`src/rtl/mask_seq_pkg.sv`:
```
// Shared state and mode encodings for the wavefront mask sequencer.
package mask_seq_pkg;

  typedef enum logic [2:0] {
    IDLE,
    CLEAR,
    FILL,
    DRAIN,
    DONE
  } seq_state_t;

  typedef enum logic {
    MODE_FILL,
    MODE_WALK
  } seq_mode_t;

endpackage

```
`src/rtl/dual_shift_register.sv`:
```
// Bidirectional mask register: synchronous clear, or one-bit shift in either direction.
module dual_shift_register #(
  parameter int WIDTH = 5
) (
  input  logic             clk,
  input  logic             rst,
  input  logic             shift,
  input  logic             shift_in,
  input  logic             direction_right,
  input  logic             reset_zero,
  output logic [WIDTH-1:0] q
);

  always_ff @(posedge clk) begin
    if (rst) begin
      q <= '0;
    end else if (reset_zero) begin
      q <= '0;
    end else if (shift) begin
      if (direction_right) begin
        q <= {shift_in, q[WIDTH-1:1]};
      end else begin
        q <= {q[WIDTH-2:0], shift_in};
      end
    end
  end

endmodule

```
`src/rtl/wavefront_mask_sequencer.sv`:
```
// Sequences clear / right fill sweep / left drain sweep of the lane-enable mask,
// one lane per accepted step_en, and reports busy/done upstream.
module wavefront_mask_sequencer
  import mask_seq_pkg::*;
#(
  parameter  int WIDTH = 5,
  localparam int CW    = $clog2(WIDTH)
) (
  input  logic             clk,
  input  logic             rst,
  input  logic             start,
  input  logic             mode,
  input  logic             step_en,
  output logic [WIDTH-1:0] mask,
  output logic             mask_valid,
  output logic [CW-1:0]    step_idx,
  output logic             sweep_right,
  output logic             busy,
  output logic             done
);

  localparam logic [CW-1:0] LAST_STEP = CW'(WIDTH - 1);

  seq_state_t    state;
  seq_state_t    state_next;
  seq_mode_t     mode_q;
  logic [CW-1:0] step_next;
  logic          shift;
  logic          shift_in;
  logic          direction_right;
  logic          reset_zero;

  always_ff @(posedge clk) begin
    if (rst) begin
      state      <= IDLE;
      mode_q     <= MODE_FILL;
      step_idx   <= '0;
      mask_valid <= 1'b0;
      done       <= 1'b0;
    end else begin
      state      <= state_next;
      step_idx   <= step_next;
      mask_valid <= shift;
      done       <= (state_next == DONE);
      if (state == IDLE && start) begin
        mode_q <= seq_mode_t'(mode);
      end
    end
  end

  always_comb begin
    state_next      = state;
    step_next       = step_idx;
    shift           = 1'b0;
    shift_in        = 1'b0;
    direction_right = 1'b0;
    reset_zero      = 1'b0;
    case (state)
      IDLE: begin
        if (start) begin
          state_next = CLEAR;
        end
      end
      CLEAR: begin
        reset_zero = 1'b1;
        state_next = FILL;
      end
      FILL: begin
        if (step_en) begin
          shift           = 1'b1;
          direction_right = 1'b1;
          // Walk mode injects a single one on the first step only.
          shift_in        = (mode_q == MODE_FILL) ? 1'b1 : (step_idx == '0);
          if (step_idx == LAST_STEP) begin
            step_next  = '0;
            state_next = DRAIN;
          end else begin
            step_next = step_idx + 1'b1;
          end
        end
      end
      DRAIN: begin
        if (step_en) begin
          shift = 1'b1;
          if (step_idx == LAST_STEP) begin
            step_next  = '0;
            state_next = DONE;
          end else begin
            step_next = step_idx + 1'b1;
          end
        end
      end
      DONE: begin
        state_next = IDLE;
      end
      default: begin
        state_next = IDLE;
      end
    endcase
  end

  assign busy        = (state != IDLE);
  assign sweep_right = (state == FILL);

  dual_shift_register #(
    .WIDTH(WIDTH)
  ) u_shift (
    .clk            (clk),
    .rst            (rst),
    .shift          (shift),
    .shift_in       (shift_in),
    .direction_right(direction_right),
    .reset_zero     (reset_zero),
    .q              (mask)
  );

endmodule
```
`config.mk`:
```
export PLATFORM = sky130hd
export DESIGN_NAME = wavefront_mask_sequencer
export DESIGN_NICKNAME = d
export VERILOG_FILES = /design/src/rtl/mask_seq_pkg.sv /design/src/rtl/dual_shift_register.sv /design/src/rtl/wavefront_mask_sequencer.sv
export SDC_FILE = /design/constraint.sdc
export NUM_CORES = 1
export LEC_CHECK = 0
export BUFFER_PORTS_ARGS = -buffer_cell sky130_fd_sc_hd__buf_4
export CAP_MARGIN = 20
export CORE_AREA = 2 2 41 43
export CTS_BUF_LIST = sky130_fd_sc_hd__clkbuf_8
export CTS_CLUSTER_DIAMETER = 120
export CTS_CLUSTER_SIZE = 28
export DETAILED_ROUTE_END_ITERATION = 10
export DIE_AREA = 0 0 43 45
export PLACE_DENSITY = 0.74
export SYNTH_ARGS = -nofsm -noshare
export SYNTH_HDL_FRONTEND = slang
export SYNTH_HIERARCHICAL = 1
export SYNTH_SLANG_ARGS = --single-unit
```
`constraint.sdc`:
```
create_clock -name clk -period 1.2 [get_ports clk]
set_input_delay 0.24 -clock clk [delete_from_list [all_inputs] [get_ports clk]]
set_output_delay 0.24 -clock clk [all_outputs]
set_load 0.05 [all_outputs]
```
==> flow_summary.ini <==
[hold_path]
hold_end = step_idx[1]$_SDFFE_PP0P_
hold_path.startpoint = rst
hp-class = input pin to flip-flop
min_path_cells = 2

[clock_network]
htreeDepth = 1
numCtsBuffers = 3
root_buffer = clkbuf_8
path_clk_slew_ns = 0.06
cts_tree = built
clkSinkCount = 14
clockBufferDepth = 2
insertion_delay_ns = 0.24

[timing]
hold_violations = 0
setup_tns_ns = -0.909
finalClockSkew_ns = 0.00179
setup_viol = 8
fin_ws_ns = -0.170
grt_setup_unrepaired = true
max_slew_margin_pct = 84.1
fin_crit_ns = 1.37
finalCritPeriodShare_pct = 114
fmax_mhz = 730
worst_slew_pin_slew_ns = 0.239
drv_slew = 0

[worst_setup_path]
cp_top_family = simple AND/OR/NAND/NOR gates
cp_max_fo = 3
cp.arrival_ns = 1.13
crit_slowest_cell = or3_4
critPathBufInv = 1
cp_cell_sequence = or3_4 -> buf_8
r2r_cells = 5
startpoint_type = flip-flop
cp-end-kind = primary output
slowest_delay_ns = 0.38
critical_path_class = flip-flop to primary output
required_ns = 0.96
worstReg2RegStart = state[0]$_SDFF_PP0_
reg2reg_to = u_shift/q[4]$_SDFFE_PP0P_
rrSetupSlack_ns = -0.12

[global_route]
grt_pass1_wl_um = 2780
track_usage_pct = 19.3
antenna_found_initial = 0
grt-ovfl-total = 0
grt_max_degree = 14
grt_pass1_vias = 641

[pwr]
cellLeakagePower_nw = 0.461
irDropWorstVdd_mv = 1.02
p_total_mw = 1.26
power.density_nw_per_um2 = 1150

[synthesis]
yosysTopAreaCellShare_pct = 40.5
synth_edf_count = 0
synth.area.top_cells = dfxtp_1 (41%), mux2i_1 (10%), a211oi_1 (6.5%), nor2_1 (5.4%), ha_1 (3.6%)
async_reset_ff_share_pct = 0
synth.cells.most_frequent = dfxtp_1 (14), nor2_1 (10), mux2i_1 (7)
synth_nets = 77
syn_inst = 70
synth.mux.area_fraction_pct = 10.1
synth-xor-area-share_pct = 0
synthAdderAreaFrac_pct = 3.62
ys.flop_type = dfxtp_1
synth_simple_gate_area_share_pct = 24.8
yosys.area.top_type = dfxtp_1
ys_types = 26
synth_area_sq_um = 692
synth_area_per_cell_sq_um = 9.88
ys_seq_area_share_pct = 40.5
synth_seq_cells = 14
synth-compound-area-share_pct = 14.6
yosysWarnings = 6
synth_top_family_by_area = simple AND/OR/NAND/NOR gates
synth.most_common_cell = dfxtp_1

[finish]
drive_gt1_share_pct = 60.4
final_area_sq_um = 1090
finalNonFillerCells = 117
area_growth_pct = 58.2
final_nets = 109
diodes = 0

[floorplan]
core-area_sq_um = 1470
die_w_um = 43
die_area_sq_um = 1940
io_pins = 17
die_h_um = 45
num_rows = 14
start_util_pct = 47.0

[detailed_routing]
vias = 622
vias_per_cell = 5.32
wl_per_cell_um = 14.5
wl_um = 1690
ant_nets = 0
drt_iter0_markers = 10
first_pass_iters = 4
drc_errors = 0

[run]
maxCapViolCount = 0

[place]
placed_area_sq_um = 930
portBuffers = 16
gp_congestion = 0.729
hpwlAfterDp_um = 1090
pre_cts_ws_ns = -0.0755
dp.cells = 109

[status]
violations = negative setup slack
outcome = finished with violations
[power breakdown]
part | switching [mW] | internal [mW] | leakage [nW]
logic | 0.163 | 0.127 | 0.315
registers | 0.0195 | 0.480 | 0.118
clock network | 0.178 | 0.290 | 0.0288
total | 0.360 | 0.898 | 0.461
[per-stage QoR]
stage	util [%]	hold WS [ns]
final	74.4	0.224
after floorplan	-	0.299
after global placement	63.2	0.469
after detailed placement	63.2	0.481
after global routing	74.4	0.228
after CTS	71.0	0.220
[sequential cells by signal, summed over array words and instances (netlist names)]
name and count:
mode_q 1, step_idx 3, mask_valid 1, state 3
done 1, u_shift/q 5
[worst max-delay path by stage]
stage | cells past startpoint | startpoint | slack (ns) | endpoint
finish | 2 | state[2]$_SDFF_PP0_ | -0.17 | busy
global route | 2 | state[2]$_SDFF_PP0_ | -0.20 | busy
CTS | 2 | state[2]$_SDFF_PP0_ | -0.17 | busy
detailed placement | 4 | state[1]$_SDFF_PP0_ | -0.08 | u_shift/q[1]$_SDFFE_PP0P_
global placement | 4 | state[1]$_SDFF_PP0_ | -0.02 | u_shift/q[1]$_SDFFE_PP0P_
floorplan | 2 | state[1]$_SDFF_PP0_ | -0.05 | sweep_right
[layout by cell type (no fill, tap or decap), types with 4 or more instances in the layout]
| cell | n |
|---|---|
| a211oi_1 | 4 |
| buf_4 | 24 |
| buf_6 | 6 |
| clkbuf_8 | 4 |
| dfxtp_1 | 8 |
| dfxtp_4 | 4 |
| mux2i_1 | 7 |
| nand2_1 | 4 |
| nor2_1 | 7 |
[logic make-up (layout without fill, tap and decap cells)]
group                      count (synthesis)  after routing
DFF                                       14             14
and+or+nand+nor                           26             26
muxes                                      7              7
buffers and inverters                      7             38
AOI/OAI and AO/OA                         14             14
adders and majority gates                  2              2
[metal layers]
layer | GRT usage [%] | vias to the layer above | share of wire [%]
met5 | 0 | - | 0
met4 | 9.09 | 0 | 1.1
met3 | 4.00 | 2 | 4.0
met2 | 35.5 | 13 | 52
met1 | 21.5 | 294 | 43
li1 | - | 313 | -
[cell type report]
cell class                      instances  area (sq um)
Inverter                                3          23.8
Sequential cell                        14           298
Multi-Input combinational cell         49           435
Fill cell                             109           377
Clock buffer                            4          55.1
Timing Repair Buffer                   31           263
Tap cell                               16          20.0
[worst register-to-register path, cell delays in order (launching register included)]
cell	delay (ns)
dfxtp_4	0.35
buf_4	0.16
buf_4	0.15
a211oi_2	0.26
mux2i_1	0.13
a211oi_1	0.21
[what timing repair did]
action / in CTS / in global routing
setup buffers: 3 / 2
hold buffers: 0 / 0
pin swaps: 5 / 2
endpoints found under the hold margin: 0 / 0
gates resized for setup: 12 / 13
endpoints found under the setup margin: 8 / 14
(Power assumes the default switching activity.)
